[config.mk]
export PLATFORM = sky130hd
export DESIGN_NAME = wm_proof_seq
export DESIGN_NICKNAME = d
export VERILOG_FILES = /design/src/rtl/wm_pkg.sv /design/src/rtl/wm_sig_tx.sv /design/src/rtl/wm_proof_seq.sv
export SDC_FILE = /design/constraint.sdc
export NUM_CORES = 1
export LEC_CHECK = 0
export BUFFER_PORTS_ARGS = -buffer_cell sky130_fd_sc_hd__buf_2
export CAP_MARGIN = 30
export CELL_PAD_IN_SITES_DETAIL_PLACEMENT = 1
export CELL_PAD_IN_SITES_GLOBAL_PLACEMENT = 1
export CORE_MARGIN = 3
export CORE_UTILIZATION = 35
export CTS_BUF_LIST = sky130_fd_sc_hd__clkbuf_2
export DETAILED_ROUTE_END_ITERATION = 8
export PLACE_DENSITY_LB_ADDON = 0.1
export REMOVE_ABC_BUFFERS = 1
export SETUP_SLACK_MARGIN = 0.02
export SKIP_LAST_GASP = 1
export SLEW_MARGIN = 25
export SYNTH_ARGS = -nofsm -noshare
export SYNTH_HDL_FRONTEND = slang
export SYNTH_SLANG_ARGS = --single-unit
[constraint.sdc]
create_clock -name clk -period 3.7 [get_ports clk]
set_clock_uncertainty 0.2 [all_clocks]
set_input_delay 0.74 -clock clk [delete_from_list [all_inputs] [get_ports clk]]
set_output_delay 0.74 -clock clk [all_outputs]
set_load 0.01 [all_outputs]
[src/rtl/wm_pkg.sv]
// Shared types and width helpers for the watermark proof sequencer.
// Latency/backpressure: none (declarations only).
package wm_pkg;

   typedef enum logic [1:0] {
      HUNT  = 2'd0,
      FRAME = 2'd1,
      SEND  = 2'd2,
      LOCK  = 2'd3
   } wm_state_t;

   // Bits needed to hold the values 0..max_val.
   function automatic int cnt_w(input int max_val);
      return (max_val < 1) ? 1 : $clog2(max_val + 1);
   endfunction

   // Bits needed to index n items, never less than one.
   function automatic int idx_w(input int n);
      return (n <= 1) ? 1 : $clog2(n);
   endfunction

endpackage

[src/rtl/wm_sig_tx.sv]
// Serializes SIGN into OUT_W beats MSB-first; first beat valid 1 cycle after i_start.
// Beats hold while i_ready is low; o_done pulses combinationally on the final accept.
module wm_sig_tx #(
   parameter int                SIGN_W = 80,
   parameter logic [SIGN_W-1:0] SIGN   = 80'h4C41424F5F49445F574D,
   parameter int                OUT_W  = 16
)(
   input  logic             clk,
   input  logic             rst_n,
   input  logic             i_start,
   input  logic             i_ready,
   output logic             o_valid,
   output logic [OUT_W-1:0] o_data,
   output logic             o_last,
   output logic             o_done
);
   import wm_pkg::*;

   localparam int N_BEATS = SIGN_W / OUT_W;
   localparam int IDX_W   = idx_w(N_BEATS);

   logic             r_valid;
   logic [OUT_W-1:0] r_data;
   logic             r_last;
   logic [IDX_W-1:0] r_idx;
   logic             w_accept;

   function automatic logic [OUT_W-1:0] beat(input int i);
      return SIGN[SIGN_W-1-i*OUT_W -: OUT_W];
   endfunction

   assign w_accept = r_valid & i_ready;
   assign o_done   = w_accept & r_last;
   assign o_valid  = r_valid;
   assign o_data   = r_data;
   assign o_last   = r_last;

   always_ff @(posedge clk or negedge rst_n) begin
      if (!rst_n) begin
         r_valid <= 1'b0;
         r_data  <= '0;
         r_last  <= 1'b0;
         r_idx   <= '0;
      end else if (i_start) begin
         r_valid <= 1'b1;
         r_data  <= beat(0);
         r_last  <= (N_BEATS == 1);
         r_idx   <= '0;
      end else if (w_accept) begin
         if (r_last) begin
            r_valid <= 1'b0;
            r_data  <= '0;
            r_last  <= 1'b0;
            r_idx   <= '0;
         end else begin
            r_idx  <= r_idx + IDX_W'(1);
            r_data <= beat(int'(r_idx) + 1);
            r_last <= ((int'(r_idx) + 2) == N_BEATS);
         end
      end
   end

endmodule

[src/rtl/wm_proof_seq.sv]
// Ownership-proof responder: ordered serial keys unlock a signature stream, repeated failures lock out.
// Signature beat valid 1 cycle after the completing bit; beats hold under sig_ready low, tr_we ignored in SEND/LOCK.
module wm_proof_seq #(
   parameter int                       KEY_W    = 64,
   parameter int                       N_KEYS   = 2,
   parameter logic [N_KEYS*KEY_W-1:0]  KEYS     = {64'h0123456789ABCDEF, 64'hFEDCBA9876543210},
   parameter int                       SIGN_W   = 80,
   parameter logic [SIGN_W-1:0]        SIGN     = 80'h4C41424F5F49445F574D,
   parameter int                       OUT_W    = 16,
   parameter int                       TIMEOUT  = 4096,
   parameter int                       MAX_FAIL = 3,
   parameter int                       LOCK_CYC = 65536
)(
   input  logic             clk,
   input  logic             rst_n,
   input  logic             tr_we,
   input  logic             tr_bit,
   output logic             sig_valid,
   input  logic             sig_ready,
   output logic [OUT_W-1:0] sig_data,
   output logic             sig_last,
   output logic             sig_locked,
   output logic             fail_pulse
);
   import wm_pkg::*;

   localparam int BC_W  = cnt_w(KEY_W);
   localparam int TO_W  = cnt_w(TIMEOUT);
   localparam int LK_W  = cnt_w(LOCK_CYC);
   localparam int STG_W = idx_w(N_KEYS);
   localparam int FC_W  = cnt_w(MAX_FAIL);

   wm_state_t        r_state, w_state_nxt;
   logic [KEY_W-1:0] r_sr, w_sr_nxt;
   logic [STG_W-1:0] r_stage, w_stage_nxt;
   logic [BC_W-1:0]  r_bitcnt, w_bitcnt_nxt;
   logic [TO_W-1:0]  r_idle, w_idle_nxt;
   logic [LK_W-1:0]  r_lock, w_lock_nxt;
   logic [FC_W-1:0]  r_fail_cnt, w_fail_cnt_nxt;
   logic             r_fail_pulse;

   logic [KEY_W-1:0] w_shift;
   logic [KEY_W-1:0] w_key_cur;
   logic [FC_W-1:0]  w_fail_inc;
   logic             w_fail;
   logic             w_start;
   logic             w_done;

   assign w_shift    = {r_sr[KEY_W-2:0], tr_bit};
   assign w_key_cur  = KEYS[int'(r_stage)*KEY_W +: KEY_W];
   assign w_fail_inc = r_fail_cnt + FC_W'(1);

   always_ff @(posedge clk or negedge rst_n) begin
      if (!rst_n) begin
         r_state      <= HUNT;
         r_sr         <= '0;
         r_stage      <= '0;
         r_bitcnt     <= '0;
         r_idle       <= '0;
         r_lock       <= '0;
         r_fail_cnt   <= '0;
         r_fail_pulse <= 1'b0;
      end else begin
         r_state      <= w_state_nxt;
         r_sr         <= w_sr_nxt;
         r_stage      <= w_stage_nxt;
         r_bitcnt     <= w_bitcnt_nxt;
         r_idle       <= w_idle_nxt;
         r_lock       <= w_lock_nxt;
         r_fail_cnt   <= w_fail_cnt_nxt;
         r_fail_pulse <= w_fail;
      end
   end

   always_comb begin
      w_state_nxt    = r_state;
      w_sr_nxt       = r_sr;
      w_stage_nxt    = r_stage;
      w_bitcnt_nxt   = r_bitcnt;
      w_idle_nxt     = r_idle;
      w_lock_nxt     = r_lock;
      w_fail_cnt_nxt = r_fail_cnt;
      w_fail         = 1'b0;
      w_start        = 1'b0;

      case (r_state)
         HUNT: begin
            // Sliding window on stage 0: misses here are not counted as failures.
            if (tr_we) begin
               w_sr_nxt = w_shift;
               if (w_shift == KEYS[KEY_W-1:0]) begin
                  if (N_KEYS == 1) begin
                     w_state_nxt = SEND;
                     w_start     = 1'b1;
                  end else begin
                     w_state_nxt  = FRAME;
                     w_stage_nxt  = STG_W'(1);
                     w_bitcnt_nxt = '0;
                     w_idle_nxt   = '0;
                  end
               end
            end
         end

         FRAME: begin
            if (tr_we) begin
               w_sr_nxt   = w_shift;
               w_idle_nxt = '0;
               if (r_bitcnt == BC_W'(KEY_W - 1)) begin
                  if (w_shift != w_key_cur) begin
                     w_fail = 1'b1;
                  end else if (r_stage == STG_W'(N_KEYS - 1)) begin
                     w_state_nxt = SEND;
                     w_start     = 1'b1;
                  end else begin
                     w_stage_nxt  = r_stage + STG_W'(1);
                     w_bitcnt_nxt = '0;
                  end
               end else begin
                  w_bitcnt_nxt = r_bitcnt + BC_W'(1);
               end
            end else if (r_idle == TO_W'(TIMEOUT - 1)) begin
               w_fail = 1'b1;
            end else begin
               w_idle_nxt = r_idle + TO_W'(1);
            end
         end

         SEND: begin
            if (w_done) begin
               w_state_nxt    = HUNT;
               w_sr_nxt       = '0;
               w_stage_nxt    = '0;
               w_bitcnt_nxt   = '0;
               w_idle_nxt     = '0;
               w_fail_cnt_nxt = '0;
            end
         end

         LOCK: begin
            if (r_lock == LK_W'(LOCK_CYC - 1)) begin
               w_state_nxt    = HUNT;
               w_lock_nxt     = '0;
               w_fail_cnt_nxt = '0;
            end else begin
               w_lock_nxt = r_lock + LK_W'(1);
            end
         end

         default: w_state_nxt = HUNT;
      endcase

      if (w_fail) begin
         w_sr_nxt     = '0;
         w_stage_nxt  = '0;
         w_bitcnt_nxt = '0;
         w_idle_nxt   = '0;
         w_lock_nxt   = '0;
         if (w_fail_inc == FC_W'(MAX_FAIL)) begin
            w_state_nxt    = LOCK;
            w_fail_cnt_nxt = w_fail_inc;
         end else begin
            w_state_nxt    = HUNT;
            w_fail_cnt_nxt = w_fail_inc;
         end
      end
   end

   assign sig_locked = (r_state == LOCK);
   assign fail_pulse = r_fail_pulse;

   wm_sig_tx #(
      .SIGN_W (SIGN_W),
      .SIGN   (SIGN),
      .OUT_W  (OUT_W)
   ) u_sig_tx (
      .clk     (clk),
      .rst_n   (rst_n),
      .i_start (w_start),
      .i_ready (sig_ready),
      .o_valid (sig_valid),
      .o_data  (sig_data),
      .o_last  (sig_last),
      .o_done  (w_done)
   );

endmodule
==> flow_metrics.env <==
export IMPL_status="completed"
export IMPL_finalNonFillerCells=793
export IMPL_grt_antenna_before_repair=1
export IMPL_final_setup_tns_ps=0
export IMPL_grt_remaining_overflow=0
export IMPL_postSynthAreaPerCell_um2=10.7
export IMPL_netlist_cell_type_count=61
export IMPL_dieHeight_um=135
export IMPL_coreArea_mm2=0.0161
export IMPL_worst_setup_path_end_kind="flip-flop"
export IMPL_count_of_buffers_from_port_buffering=20
export IMPL_detailed_place_hpwl_um=9560
export IMPL_ctsRootBufferMaster="clkbuf_2"
export IMPL_powerDensity_mw_per_mm2=371
export IMPL_placement_rows=46
export IMPL_route_detailed_vias_per_inst=5.60
export IMPL_design_area_mm2=0.00630
export IMPL_seq_area_frac_synth_pct=51.4
export IMPL_min_period_over_period_pct=89.5
export IMPL_worstMarginPinSlew_ps=770
export IMPL_start_util_pct=36.2
export IMPL_worstHoldPathCells=3
export IMPL_fill_cells=1813
export IMPL_detail_route_wirelength_um=14100
export IMPL_worst_endpoint_required_ps=4110
export IMPL_drt_first_pass_iters=6
export IMPL_setup_violations_final=0
export IMPL_number_of_global_route_vias_before_repair=4485
export IMPL_r2r_end="r_sr[25]$_DFFE_PN0P_"
export IMPL_max_cap_viol_count=0
export IMPL_drtIter0Drc=306
export IMPL_globalRouteTotalUtil_pct=16.2
export IMPL_finalHoldViolations=0
export IMPL_syn_inst=543
export IMPL_timing_critical_path_arrival_ps=3720
export IMPL_number_of_max_slew_violations_in_the_final_report=0
export IMPL_synthToLayoutAreaGrowth_pct=8.02
export IMPL_synth_flop_cell="dfrtp_1"
export IMPL_layout_common_cells="dfrtp_1, a22o_1, nor2_1, nand2_1, a21oi_1"
export IMPL_path_class="flip-flop to flip-flop"
export IMPL_most_common_cell_after_layout_fill_and_taps_aside="dfrtp_1"
export IMPL_ff2ff_path_depth=8
export IMPL_drc=0
export IMPL_r2r_start="r_sr[3]$_DFFE_PN0P_"
export IMPL_postSynth_asyncResetShare_pct=100
export IMPL_holdPathEnd="u_sig_tx.o_data[1]$_DFFE_PN0P_"
export IMPL_timing_fmax_ghz=0.302
export IMPL_grt_setup_unrepaired="no"
export IMPL_cts_sink_count=120
export IMPL_finalWorstPathRequiredPeriod_ps=3310
export IMPL_classification_of_the_worst_slack_hold_path="input pin to flip-flop"
export IMPL_drive_gt1_share_pct=13.4
export IMPL_clk_pin_slew_ps=200
export IMPL_critical_path_max_fanout=22
export IMPL_beginning_of_the_worst_hold_path="sig_ready"
export IMPL_synth_warnings=0
export IMPL_total_die_area_mm2=0.0183
export IMPL_synth_edf_count=0
export IMPL_mappedNetlistArea_mm2=0.00584
export IMPL_reg2reg_slack_ps=390
export IMPL_numCtsBuffers=17
export IMPL_cts_buffer_depth=2
export IMPL_peakVddDrop_v=0.000177
export IMPL_clock_insertion_delay_worst_skew_ps=680
export IMPL_vias_after_detailed_routing=4439
export IMPL_io_pins=25
export IMPL_max_slew_margin_rel_pct=48.2
export IMPL_postRouteAntennaNets=0
export IMPL_cts_htree_levels=4
export IMPL_cellLeakagePower_uw=0.00289
export IMPL_grt_first_pass_wirelength_um=23700
export IMPL_postPlaceCellArea_mm2=0.00606
export IMPL_die_width_um=135
export IMPL_synth_ff_latch_count=120
export IMPL_wl_per_cell_um=17.7
export IMPL_tritoncts="yes"
export IMPL_grt_max_degree=70
export IMPL_fin_util_pct=39.1
export IMPL_place_inst=757
export IMPL_start_kind="flip-flop"
export IMPL_ctsResizeCount=0
export IMPL_nets=574
export IMPL_place_congestion=0.795
critical path: stages (launching register included):
cell,delay [ps]
dfrtp_1,450
or4b_2,690
nor4_2,290
nand4_1,170
nor4_4,420
or3_1,310
o21a_4,350
buf_4,220
a22o_1,130
layer usage:
metal	vias to the layer above	track usage [%]	wire length, µm
li1	2104	-	-
met1	2282	23.7	7280
met2	44	23.9	6270
met3	9	4.09	391
met4	0	4.48	122
met5	-	0	0
state kept, by name, indices dropped and copies added, names as in the netlist, 2 cells and up:
| name | cells |
|---|---|
| r_sr | 63 |
| r_lock | 17 |
| r_idle | 13 |
| u_sig_tx.o_data | 9 |
| r_bitcnt | 7 |
| u_sig_tx.r_idx | 3 |
| r_fail_cnt | 2 |
| r_state | 2 |
area by class of cell:
cell class	instances	area, µm²	area share [%]
Antenna cell	1	2.50	0.0397
Multi-Input combinational cell	382	2540	40.2
Inverter	8	30.0	0.476
Sequential cell	120	3000	47.6
Clock buffer	17	85.1	1.35
Tap cell	216	270	4.29
Timing Repair Buffer	34	250	3.97
Clock inverter	15	128	2.02
worst max path at each step:
stage | from | end | slack (ps) | cells past startpoint
2_1_floorplan | tr_we | r_sr[34]$_DFFE_PN0P_ | -60 | 6
3_5_place_dp | tr_bit | r_bitcnt[5]$_DFFE_PN0P_ | 380 | 8
3_3_place_gp | tr_bit | r_bitcnt[5]$_DFFE_PN0P_ | 410 | 8
5_1_grt | r_sr[3]$_DFFE_PN0P_ | r_sr[25]$_DFFE_PN0P_ | 170 | 8
6_report | r_sr[3]$_DFFE_PN0P_ | r_sr[25]$_DFFE_PN0P_ | 390 | 8
4_1_cts | r_sr[3]$_DFFE_PN0P_ | r_sr[9]$_DFFE_PN0P_ | 370 | 8
cell families after synthesis:
| logic type | share of synthesized area (%) |
|---|---|
| simple gates | 20.1 |
| compound gates | 19.9 |
| flops | 51.4 |
| buf+inv | 5.42 |
| xor+xnor | 1.20 |
| fa+ha+maj | 1.29 |
| mux | 0.514 |
| other cells | 0.0642 |
report_power, final:
group	total, µW	internal [µW]	switching, µW
logic	138	66.1	71.6
registers	1420	1360	60.5
clock network	774	244	530
stage by stage:
stage | hold slack (ps) | total power (µW) | setup slack (ps)
floorplan | 244 | 1510 | -59.8
global placement | 273 | 1580 | 406
detailed placement | 278 | 1590 | 385
CTS | 13.1 | 2390 | 366
global route | 15.5 | 2490 | 172
finish | 121 | 2340 | 390
synth_stat cells (2+ instances only):
master / count / area, µm²
o31ai_1: 4 / 30.0
and4b_1: 7 / 70.1
nand4_1: 17 / 106
buf_2: 3 / 15.0
nor2_1: 47 / 176
buf_12: 7 / 140
a32o_1: 2 / 20.0
nand3_1: 14 / 70.1
nor4b_1: 9 / 78.8
clkbuf_1: 18 / 67.6
a22oi_1: 2 / 15.0
or2_2: 3 / 18.8
or4_1: 2 / 15.0
nor4bb_1: 6 / 60.1
a22o_2: 2 / 20.0
ha_1: 6 / 75.1
mux2i_1: 3 / 30.0
buf_4: 7 / 52.6
a21o_1: 3 / 22.5
nor4_1: 5 / 31.3
nand2b_1: 5 / 31.3
o2bb2ai_1: 2 / 17.5
nand2_1: 42 / 158
a32oi_1: 3 / 26.3
a211o_1: 6 / 52.6
o21a_1: 4 / 30.0
or4b_2: 4 / 40.0
and3_1: 10 / 62.6
o21ai_0: 15 / 75.1
a22o_1: 64 / 561
o31a_1: 2 / 17.5
a31oi_1: 12 / 75.1
nand4b_1: 4 / 35.0
dfrtp_1: 120 / 3000
o22ai_1: 2 / 12.5
nor3_1: 14 / 70.1
or3_1: 4 / 25.0
inv_1: 8 / 30.0
xor2_1: 7 / 61.3
nor3b_1: 3 / 22.5
a21oi_1: 25 / 125
timing repair:
item / in CTS / in global routing
setup buffers: 0 / 0
hold endpoints to repair: 43 / 1
hold buffers: 1 / 1
Power figures use the tool's default switching activity.
